===== config.mk =====
export PLATFORM = sky130hd
export DESIGN_NAME = alu_tr_issue
export DESIGN_NICKNAME = d
export VERILOG_FILES = /design/src/rtl/alu_tr_issue.sv
export SDC_FILE = /design/constraint.sdc
export NUM_CORES = 1
export LEC_CHECK = 0
export BUFFER_PORTS_ARGS = -buffer_cell sky130_fd_sc_hd__buf_2
export CORE_MARGIN = 4
export CORE_UTILIZATION = 35
export DETAILED_ROUTE_END_ITERATION = 12
export GPL_TIMING_DRIVEN = 0
export PLACE_DENSITY = 0.77
export SYNTH_ARGS = -nofsm -noshare
export SYNTH_HDL_FRONTEND = slang
export SYNTH_SLANG_ARGS = --single-unit

===== constraint.sdc =====
create_clock -name clk -period 1.7 [get_ports clk]
set_input_delay 0.34 -clock clk [delete_from_list [all_inputs] [get_ports clk]]
set_output_delay 0.34 -clock clk [all_outputs]
set_load 0.02 [all_outputs]

===== src/rtl/alu_tr_issue.sv =====
// alu_tr_issue: issue sequencer in front of the time-redundant ALU.
// Accepts one operation per handshake and holds the ALU operands stable for
// WINDOW cycles. It then captures the ALU result, flags and fault into a
// held response and keeps a saturating count of faulted operations.
// Optional feature macro: ALU_TR_RETRY_EN. It allows one re-execution of an
// operation whose first attempt reported a fault.
module alu_tr_issue #(
  parameter int DATA_W = 32,
  parameter int WINDOW = 3,
  parameter int CNT_W  = 8
) (
  input  logic              clk,
  input  logic              rst,
  input  logic              in_valid,
  output logic              in_ready,
  input  logic [DATA_W-1:0] in_a,
  input  logic [DATA_W-1:0] in_b,
  input  logic [2:0]        in_ctrl,
  output logic [DATA_W-1:0] alu_a,
  output logic [DATA_W-1:0] alu_b,
  output logic [2:0]        alu_ctrl,
  input  logic [DATA_W-1:0] alu_result,
  input  logic [3:0]        alu_flags,
  input  logic              alu_fault,
  output logic              out_valid,
  input  logic              out_ready,
  output logic [DATA_W-1:0] out_result,
  output logic [3:0]        out_flags,
  output logic              out_fault,
  output logic [CNT_W-1:0]  fault_cnt
);

  // The hold counter only ever holds values from WINDOW-1 down to 0.
  localparam int HC_W = (WINDOW > 1) ? $clog2(WINDOW) : 1;
  localparam logic [HC_W-1:0] HOLD_INIT = HC_W'(WINDOW - 1);

  typedef enum logic [1:0] {
    IDLE = 2'd0,
    HOLD = 2'd1,
    RESP = 2'd2
  } state_t;

  state_t          state, state_nxt;
  logic [HC_W-1:0] hold_cnt;
  logic            accept;
  logic            capture;
  logic            retry_go;

  // The fault counter sticks at its maximum value instead of wrapping.
  function automatic logic [CNT_W-1:0] sat_inc(input logic [CNT_W-1:0] v);
    return (&v) ? v : v + CNT_W'(1);
  endfunction

  assign in_ready  = (state == IDLE);
  assign out_valid = (state == RESP);
  assign accept    = in_valid && in_ready;
  assign capture   = (state == HOLD) && (hold_cnt == '0);

`ifdef ALU_TR_RETRY_EN
  logic retried;
  assign retry_go = capture && alu_fault && !retried;

  // Marks the second attempt so only one retry happens per operation
  always_ff @(posedge clk or negedge rst) begin
    if (!rst)          retried <= 1'b0;
    else if (accept)   retried <= 1'b0;
    else if (retry_go) retried <= 1'b1;
  end
`else
  assign retry_go = 1'b0;
`endif

  // Next-state decode: accept -> hold window -> response -> back to idle
  always_comb begin
    state_nxt = state;
    case (state)
      IDLE:    if (accept) state_nxt = HOLD;
      HOLD:    if (capture && !retry_go) state_nxt = RESP;
      RESP:    if (out_ready) state_nxt = IDLE;
      default: state_nxt = IDLE;
    endcase
  end

  // State register
  always_ff @(posedge clk or negedge rst) begin
    if (!rst) state <= IDLE;
    else      state <= state_nxt;
  end

  // Hold-window counter, reloaded on accept and on a retry
  always_ff @(posedge clk or negedge rst) begin
    if (!rst)                               hold_cnt <= '0;
    else if (accept || retry_go)            hold_cnt <= HOLD_INIT;
    else if (state == HOLD && hold_cnt != '0) hold_cnt <= hold_cnt - HC_W'(1);
  end

  // Operand registers; they only load in IDLE, so they stay frozen during HOLD and RESP
  always_ff @(posedge clk or negedge rst) begin
    if (!rst) begin
      alu_a    <= '0;
      alu_b    <= '0;
      alu_ctrl <= '0;
    end else if (accept) begin
      alu_a    <= in_a;
      alu_b    <= in_b;
      alu_ctrl <= in_ctrl;
    end
  end

  // Response capture at the end of each hold window, plus fault counting
  always_ff @(posedge clk or negedge rst) begin
    if (!rst) begin
      out_result <= '0;
      out_flags  <= '0;
      out_fault  <= 1'b0;
      fault_cnt  <= '0;
    end else if (capture) begin
      out_result <= alu_result;
      out_flags  <= alu_flags;
`ifdef ALU_TR_RETRY_EN
      // A retry keeps the first attempt's fault visible in the response.
      out_fault  <= retried ? (out_fault | alu_fault) : alu_fault;
`else
      out_fault  <= alu_fault;
`endif
      if (alu_fault) fault_cnt <= sat_inc(fault_cnt);
    end
  end

endmodule

# == Yosys cells after proc, flatten, opt, wreduce, memory -nomap -nowiden ==
# Index checks and enable logic that the tools add are counted.
# word_totals
in_bits,108
latchBits,0
word_cells,33
reg_bits,116
mem_bits_ro,0
memories,0
ramBits,0
# classes
n_addsub,2
n_lt_le_gt_ge,0
muxes,6
n_mul,0
n_shift,0
div,0
eq_ne,5
n_bitwise,1
reduce_logical,10
# ops
operator,count
2-bit two-way mux,5
"8-bit by 1-bit adder with 8-bit output, second input constant",1
8-bit AND reduction,1
2-bit one-hot mux with 3 select lines,1
3-bit AND reduction,2
2-bit zero test,2
"2-bit by 1-bit inequality test with 1-bit output, second input constant",2
2-bit nonzero test,2
1-bit logical AND,3
"2-bit by 1-bit == test with 1-bit output, second input constant",1
"2-bit == test, second input constant",1
"2-bit inequality test, second input constant",1
"2-bit by 1-bit subtractor with 2-bit output, second input constant",1
1-bit inverter,1

# == Longest topological paths before layout ==
# Gate-level depths: netlist of run 1.
# logic_depth
depth_word,4
ltp_mapped,7
depth_no_buf,6

# == Worst setup path before layout of run 1 ==
# No wires, ideal clock.
# synth_timing
kind,register -> register
from,reg state[0]
to,reg alu_b[10]
t_arrival_ps,1562
required_ps,1575
period_less_slack_ps,1687
path_slack_ps,13
stages_incl_launch_ff,8
path_cell_list,dfrtp_1 > buf_4 > nor2_2 > and2_4 > buf_6 > buf_12 > buf_12 > mux2_4
# synth_between
elab_chain_cells,2
# synth_lines
item,line_no,source
start: declaration,43,"state_t state, state_nxt;"
start signal: assignment,87,else state <= state_nxt;
2-bit zero test,54,assign in_ready = (state == IDLE);
named net in_ready,15,"output logic in_ready,"
1-bit logical AND,56,assign accept = in_valid && in_ready;
end signal: assignment,105,alu_b <= in_b;
end: declaration,20,"output logic [DATA_W-1:0] alu_b,"
# The timed path passes the listed nets, and every way through them passes these cells.
# A chain may end at the register's enable or synchronous reset.

# == Worst setup path in the final report of run 1 ==
# layout_timing
from,reg state[0]
to,reg alu_b[20]
# layout_between
elab_chain_cells,2
# layout_lines
item,line_no
2-bit zero test,54
1-bit logical AND,56
# Every way passes these cells.

==> results of run 1 <==
[per-layer routing]
metal / share of wire / up-vias / track usage
met4: 0.011 / 0 / 0.0567
met1: 0.38 / 1559 / 0.166
met3: 0.097 / 12 / 0.0594
met2: 0.51 / 142 / 0.239
met5: 0 / - / 0
li1: - / 1460 / -
[worst max-delay path: stages (launching register included)]
cell and delay, ns:
dfrtp_1 0.36, buf_4 0.16, nor2_2 0.12, and2_4 0.15, buf_6 0.11, buf_12 0.14, buf_12 0.15, mux2_4 0.30
[cell families after synthesis]
| family | share of synthesized area |
|---|---|
| fa+ha+maj | 0.00542 |
| xor+xnor | 0.00949 |
| flops | 0.629 |
| mux | 0.283 |
| simple gates | 0.0255 |
| buf+inv | 0.0331 |
| compound gates | 0.0141 |
[power groups by stage]
stage | Sequential, uW | Combinational, uW | Clock [uW]
after floorplan | 6500 | 2590 | 0
after CTS | 4870 | 6390 | 3250
after global placement | 4820 | 6180 | 0
after detailed placement | 4900 | 6310 | 0
final | 4860 | 6340 | 3150
after global routing | 5040 | 6760 | 3390
[metrics by stage]
stage | setup WS (ns) | utilization | TNS (ns) | hold slack, ns | total power, uW
global placement | -1.05 | 0.465 | -122.81 | 0.461 | 11000
finish | 0.0797 | 0.516 | 0 | 0.134 | 14400
detailed placement | -0.166 | 0.467 | -2.83 | 0.437 | 11200
floorplan | 0.0127 | - | 0 | 0.0444 | 9090
CTS | 0.0115 | 0.513 | 0 | 0.111 | 14500
global route | -0.0217 | 0.516 | -0.0545 | 0.114 | 15200
[registers in the layout, summed over array words and instances (netlist names)]
register	flops
out_flags	4
fault_cnt	8
out_fault	1
alu_ctrl	3
hold_cnt	2
out_result	32
state	2
alu_b	32
alu_a	32
[repair_timing]
action / CTS / global route
hold endpoints to repair: 4 / 0
hold buffers: 1 / 0
gates resized for setup: 6 / 8
pin swaps: 1 / 2
buffers inserted: 3 / 0
setup endpoints to repair: 23 / 12
[layout by cell type, fill, tap and decap left out, drive strengths merged]
master / instances
mux2: 106
nor2: 5
nand2: 7
a22oi: 1
nor4: 1
dlygate4sd3: 1
xnor2: 4
clkbuf: 25
o21ai: 1
xor2: 1
nand3: 1
and2: 1
nand4b: 1
clkinv: 5
a22o: 2
o21bai: 1
inv: 3
ha: 2
a31oi: 1
dfrtp: 116
nand3b: 1
a41oi: 1
nand2b: 2
nand4: 2
buf: 238
a21oi: 1
and4: 1
[how the worst min path moves through the flow]
stage | to | slack, ns | depth (start not counted)
6_report | state[1]$_DFFE_PN0P_ | 0.13 | 2
3_5_place_dp | fault_cnt[1]$_DFFE_PN0P_ | 0.44 | 1
4_1_cts | state[1]$_DFFE_PN0P_ | 0.11 | 2
2_1_floorplan | alu_a[0]$_DFFE_PN0P_ | 0.04 | 0
5_1_grt | state[1]$_DFFE_PN0P_ | 0.11 | 2
3_3_place_gp | out_fault$_DFFE_PN0P_ | 0.46 | 2
[layout make-up]
type                            count  share of cell area
Clock buffer                       25              0.0767
Clock inverter                      5             0.00380
Inverter                            3             0.00171
Buffer                             13              0.0232
Sequential cell                   116               0.441
Tap cell                          172              0.0327
Timing Repair Buffer              226               0.178
Multi-Input combinational cell    143               0.243
==> out/results.txt, run 1 <==
Avg Synthesized Cell Area: 16.8 um^2
CP Launch Type: register
Max-slew violations: 0
Reg2reg start: state[0]$_DFFE_PN0P_
Post-layout min period: 1.62 ns
RSZ-0062 raised after global routing: true
Reg2reg end: alu_b[20]$_DFFE_PN0P_
Clock Latency Late Sink: 0.40 ns
Critical path endpoint: alu_b[20]$_DFFE_PN0P_
Cell variety after synth: 29
Placed Cells: 669
Avg WL per Cell: 15.5 um
Post-synth top flop: dfrtp_1
Worst Tran Pin Value: 0.716 ns
P_leak: 0.00328 uW
Clk slew on worst S/H paths: 0.05 ns
Async set or reset register ratio after synthesis: 1.00
Psw: 5190 uW
Core outline area: 0.0128 mm^2
Synth top area share: 0.629
Period utilization: 0.953
Peak fanout along the critical path: 10
Seq cells post-synth: 116
Initial Util: 0.361
YS warnings: 0
Vias: 3173
CTS Buf Count: 17
Worst Skew: 0.00667 ns
Total power divided by cell area: 2180 mW/mm^2
Worst vdd ir: 0.980 mV
Final Hold Fails: 0
Diode count: 0
Hold crit path type: input port to register
Hold Path Origin: out_ready
Sw Ratio: 0.362
Row count: 41
Fin area: 0.00659 mm^2
Chip Width: 123 um
Largest area contributor in the netlist: dfrtp_1
Post-DP HPWL: 8.10 mm
Placed Area: 0.00596 mm^2
Number of port buffers: 221
Total GRT Usage: 0.144
Layout cells sized above 1: 0.714
Clk root buf: clkbuf_16
CP Data Required Time: 1.98 ns
R2r setup slk: 0.08 ns
Worst r2r path cells: 7
Syn_nets: 385
Layout fillers: 1067
Relative slew margins: 0.522
CP startpoint: state[0]$_DFFE_PN0P_
Clk network pwr share: 0.219
Vias per inst: 4.51
Cell Count, Final, Fillers Out: 703
1st-pass router iterations: 4
Drc violations: 0
Final setup viols: 0
Starting DRT DRC Count: 92
Clock buffer depth: 2
Comb pwr share: 0.442
Area contributors post-synth: dfrtp_1 63%, mux2_2 19%, mux2_4 9.8%
Vias in the first global route: 3441
Register area share after synthesis: 0.629
Flop pwr share: 0.339
H-tree depth: 4
Number of clock sinks: 116
Largest net degree at the start of global routing: 62
Syn Inst Count: 275
Synth Cell Area: 0.00461 mm^2
MaxCap Viol Count: 0
P&R area growth vs syn: 42.8%
Die Height: 123 um
Final ANT Viol Nets: 0
Worst path arrival time: 1.90 ns
Fmax: 617 MHz
Post-synth EDFFs: 0
Post-synth top cells: 116 x dfrtp_1, 76 x mux2_2, 30 x mux2_4
Antenna violations before repair: 0
Total Wirelength: 10.9 mm
GR Overflow Total: 0
P_int: 9160 uW
Nets: 630
Status: finished, final reports clean
Placer Congestion: 0.721
Top-count cell post-synth: dfrtp_1
Global-route wire length before repair: 16.7 mm
Multi-input combinational cell area: 0.00160 mm^2
Crit Path Category: register to register
Die ar.: 0.0151 mm^2
Register area: 0.00290 mm^2
Critical Path End Type: register
CTS tree: built
Ports: 222
No activity file was read; power rests on OpenSTA's default activity.
==> run 2: changes to the inputs <==
Settings changed: PLACE_DENSITY 0.77 to 0.74, REMOVE_ABC_BUFFERS set to 1.
Clock period 1.7 ns to 2.1 ns, I/O delays scaled along.
==> out/results.txt, run 2 (same netlist as run 1, synthesis figures left out) <==
Vias: 3082
Max-slew violations: 0
Final ANT Viol Nets: 0
Fin util: 0.500
Final Hold Fails: 0
Vias in the first global route: 3292
Die Height: 123 um
Critical Path End Type: register
Chip Width: 123 um
Setup TNS: 0 ns
Worst path arrival time: 2.29 ns
Avg WL per Cell: 15.2 um
MaxCap Viol Count: 0
Top Registers: alu_a x32, alu_b x32, out_result x32
Total power divided by cell area: 1780 mW/mm^2
Row count: 41
Drc violations: 0
Largest net degree at the start of global routing: 69
Final setup viols: 0
Cell Count, Final, Fillers Out: 688
Layout fillers: 1120
Most common cell after layout, fill and taps aside: buf_2
Placer Congestion: 0.724
Number of clock sinks: 116
P&R area growth vs syn: 38.4%
Diode count: 0
CP Launch Type: register
Initial Util: 0.361
Crit Path Category: register to register
PnR Total Power: 11300 uW
Worst vdd ir: 0.841 mV
Clk slew on worst S/H paths: 0.05 ns
Vias per inst: 4.48
H-tree depth: 4
Die ar.: 0.0151 mm^2
CTS Buf Count: 17
Starting DRT DRC Count: 88
Clock Latency Late Sink: 0.41 ns
CP max-delay cell: and2_4
Layout cells sized above 1: 0.700
Number of port buffers: 221
GR Overflow Total: 0
Total Wirelength: 10.4 mm
Critical path's top delay family: simple AND/OR/NAND/NOR gates
Ports: 222
Nets: 616
1st-pass router iterations: 4
Global-route wire length before repair: 16.1 mm
Worst Skew: 0.0142 ns
Clock buffer depth: 2
Buf/Inv on CP: 0
CTS tree: built
Core outline area: 0.0128 mm^2
RSZ-0062 raised after global routing: true
Peak fanout along the critical path: 67
Critical Path Max Stage Delay: 0.81 ns
Antenna violations before repair: 0
Placed Cells: 658
Reg2reg start: state[0]$_DFFE_PN0P_
Post-layout min period: 2.01 ns
Worst Tran Pin Value: 1.04 ns
Total GRT Usage: 0.140
Critical-path cell list: nor2_2, and2_4, mux2_2
CP Data Required Time: 2.38 ns
Commonest cells after routing, fill and taps aside: 220 x buf_2, 115 x dfrtp_1, 75 x mux2_2, 31 x mux2_4, 17 x clkbuf_16
Hold crit path type: input port to asynchronous set/reset pin
Clk root buf: clkbuf_16
CP startpoint: state[0]$_DFFE_PN0P_
Status: finished, final reports clean
Period utilization: 0.957
Number of hold buffers added after cts: 0
Fmax: 498 MHz
P_leak: 0.00318 uW
Post-DP HPWL: 7.79 mm
Relative slew margins: 0.307
## run 2: changes by cell type in the layout (fill, tap and decap cells not counted), moves of 2 or more
cell	previous run	this run
inv_2	2	0
buf_6	2	0
buf_12	4	0
buf_8	0	2
inv_1	1	3
buf_4	11	2
## run 2: final timing paths
path | end | slack [ns] | cells after the start
worst max-delay path | alu_a[1]$_DFFE_PN0P_ | 0.09 | 3
worst min-delay path | alu_ctrl[2]$_DFFE_PN0P_ | 0.05 | 1
worst max register to register | alu_a[1]$_DFFE_PN0P_ | 0.09 | 3
worst min register to register | out_fault$_DFFE_PN0P_ | 0.49 | 2
max in group asynchronous | out_result[8]$_DFFE_PN0P_ | 1.29 | 2
min in group clk | state[1]$_DFFE_PN0P_ | 0.20 | 2
## run 2: repair_timing
item / in CTS / in global routing
pin swaps: 1 / 1
setup buffers: 1 / 0
gates resized for setup: 0 / 2
setup endpoints to repair: 16 / 32
## run 2: routing by layer
layer	global-route usage	vias up	wire length [um]
li1	-	1435	-
met1	0.158	1497	3900
met2	0.234	132	5370
met3	0.0548	18	961
met4	0.0658	0	204
met5	0	-	0
## run 2: power by group
group | switching, uW | internal [uW]
clock | 906 | 1600
combinational | 2640 | 2260
sequential | 581 | 3360
## run 2: area by class of cell
| class | count | area (um^2) | area share |
|---|---|---|---|
| sequential | 116 | 2900 | 0.455 |
| inverter | 3 | 11.3 | 0.00176 |
| tap | 172 | 215 | 0.0337 |
| clock buffer | 24 | 492 | 0.0770 |
| clock inverter | 5 | 27.5 | 0.00431 |
| multi-input combinational | 143 | 1560 | 0.245 |
| timing repair buffer | 225 | 1170 | 0.184 |
## run 2: metrics by stage
stage          area (um^2)  setup slack [ns]  hold WS, ns
2_1_floorplan         4470            -0.129        0.124
3_3_place_gp          5790            -0.717        0.464
3_5_place_dp          5850           -0.0149        0.477
4_1_cts               6380            0.0833       0.0570
5_1_grt               6380           -0.0249       0.0870
6_report              6380            0.0907       0.0519
## run 2: worst register-to-register path, cell delays in order (launching register included)
cell and delay (ns):
dfrtp_2 0.45, nor2_2 0.13, and2_4 0.81, mux2_2 0.50
==> run 3: changes to the inputs <==
Settings changed: HOLD_SLACK_MARGIN set to 0.06.
==> out/results.txt, run 3 (same netlist as run 1, synthesis figures left out) <==
Post-Place Setup Slack: -0.0149 ns
Status: finished, final reports clean
Diode count: 0
Multi-input combinational cell area: 0.00156 mm^2
Post-layout min period: 2.01 ns
Die Height: 123 um
Worst path arrival time: 2.29 ns
Placed Cells: 658
Clk root buf: clkbuf_16
CP Data Required Time: 2.38 ns
Peak fanout along the critical path: 67
Placed Area: 0.00585 mm^2
Worst Setup Slack, final: 0.0918 ns
GR Overflow Total: 0
Clock Latency Late Sink: 0.41 ns
Post-DP HPWL: 7.79 mm
Starting DRT DRC Count: 94
Critical Path Max Stage Delay: 0.80 ns
Crit Path Category: register to register
Vias per inst: 4.48
Fin area: 0.00639 mm^2
Core outline area: 0.0128 mm^2
Most common cell after layout, fill and taps aside: buf_2
Top Registers: alu_a x32, alu_b x32, out_result x32
MaxCap Viol Count: 0
Max-slew violations: 0
Antenna violations before repair: 0
Avg WL per Cell: 15.1 um
Total GRT Usage: 0.141
Reg2reg end: alu_a[1]$_DFFE_PN0P_
Row count: 41
Placer Congestion: 0.724
Hold crit path type: input port to register
Relative slew margins: 0.307
Hold Path Origin: out_ready
Vias in the first global route: 3302
Initial Util: 0.361
Commonest cells after routing, fill and taps aside: 220 x buf_2, 115 x dfrtp_1, 75 x mux2_2, 31 x mux2_4, 17 x clkbuf_16
H-tree depth: 4
Vias: 3087
R2r setup slk: 0.09 ns
CTS Buf Count: 17
Number of port buffers: 221
Final Hold Fails: 0
Drc violations: 0
CTS tree: built
Worst r2r path cells: 3
CP Launch Type: register
Total Wirelength: 10.4 mm
Setup TNS: 0 ns
Critical path's top delay family: simple AND/OR/NAND/NOR gates
Total power divided by cell area: 1770 mW/mm^2
Chip Width: 123 um
Worst Tran Pin Value: 1.04 ns
Critical Path End Type: register
Register area: 0.00290 mm^2
Largest net degree at the start of global routing: 69
Layout fillers: 1119
Critical-path cell list: nor2_2, and2_4, mux2_2
Fmax: 498 MHz
P_leak: 0.00318 uW
Worst Skew: 0.0142 ns
Layout cells sized above 1: 0.698
Hold depth: 2
WHS Endpoint: state[1]$_DFFE_PN0P_
Ports: 222
CP max-delay cell: and2_4
Reg2reg start: state[0]$_DFFE_PN0P_
RSZ-0062 raised after global routing: true
Global-route wire length before repair: 16.2 mm
Die ar.: 0.0151 mm^2
Cell Count, Final, Fillers Out: 689
Nets: 617
Worst vdd ir: 0.840 mV
Clock buffer depth: 2
Final ANT Viol Nets: 0
Clk slew on worst S/H paths: 0.05 ns
1st-pass router iterations: 4
Period utilization: 0.956
Buf/Inv on CP: 0
P&R area growth vs syn: 38.6%
Final setup viols: 0
Number of clock sinks: 116
## run 3: timing repair
item / in CTS / in global routing
hold buffers: 1 / 0
pin swaps: 1 / 1
gates cloned: 0 / 0
endpoints found under the hold margin: 12 / 0
resized for setup: 0 / 2
buffers inserted: 1 / 0
endpoints found under the setup margin: 16 / 32
## run 3: routing by layer
layer	part of all wire	global-route usage
met4	0.020	0.0658
met3	0.092	0.0548
met1	0.37	0.158
met5	0	0
met2	0.51	0.235
## run 3: per-stage QoR
| step | total power [uW] | hold WS, ns | utilization |
|---|---|---|---|
| floorplan | 7190 | 0.124 | - |
| global placement | 8720 | 0.464 | 0.454 |
| detailed placement | 8920 | 0.477 | 0.458 |
| CTS | 11500 | 0.179 | 0.500 |
| global route | 12000 | 0.223 | 0.501 |
| finish | 11300 | 0.197 | 0.501 |
## run 3: how the worst max path moves through the flow
stage	from	to	slack, ns	cells after the start
finish	state[0]$_DFFE_PN0P_	alu_a[1]$_DFFE_PN0P_	0.09	3
global route	state[0]$_DFFE_PN0P_	alu_a[1]$_DFFE_PN0P_	-0.02	3
CTS	state[0]$_DFFE_PN0P_	alu_a[1]$_DFFE_PN0P_	0.08	3
detailed placement	hold_cnt[1]$_DFFE_PN0P_	out_result[19]$_DFFE_PN0P_	-0.01	6
global placement	rst	out_result[15]$_DFFE_PN0P_	-0.72	1
floorplan	hold_cnt[0]$_DFFE_PN0P_	out_flags[0]$_DFFE_PN0P_	-0.13	4
## run 3: worst register-to-register path, cell delays in order (launching register included)
cell and delay, ns:
dfrtp_2 0.45, nor2_2 0.13, and2_4 0.80, mux2_2 0.50
## run 3: final cells by class
type                            count  share of cell area
Sequential cell                   116               0.454
Multi-Input combinational cell    143               0.244
Timing Repair Buffer              226               0.185
Clock buffer                       24              0.0769
Tap cell                          172              0.0337
Clock inverter                      5             0.00430
Inverter                            3             0.00176
## run 3: power breakdown
part / leakage (uW) / internal, uW / switching [uW]
clock network: 0.000258 / 1600 / 906
registers: 0.00137 / 3360 / 580
logic: 0.00155 / 2270 / 2630
total: 0.00318 / 7230 / 4120
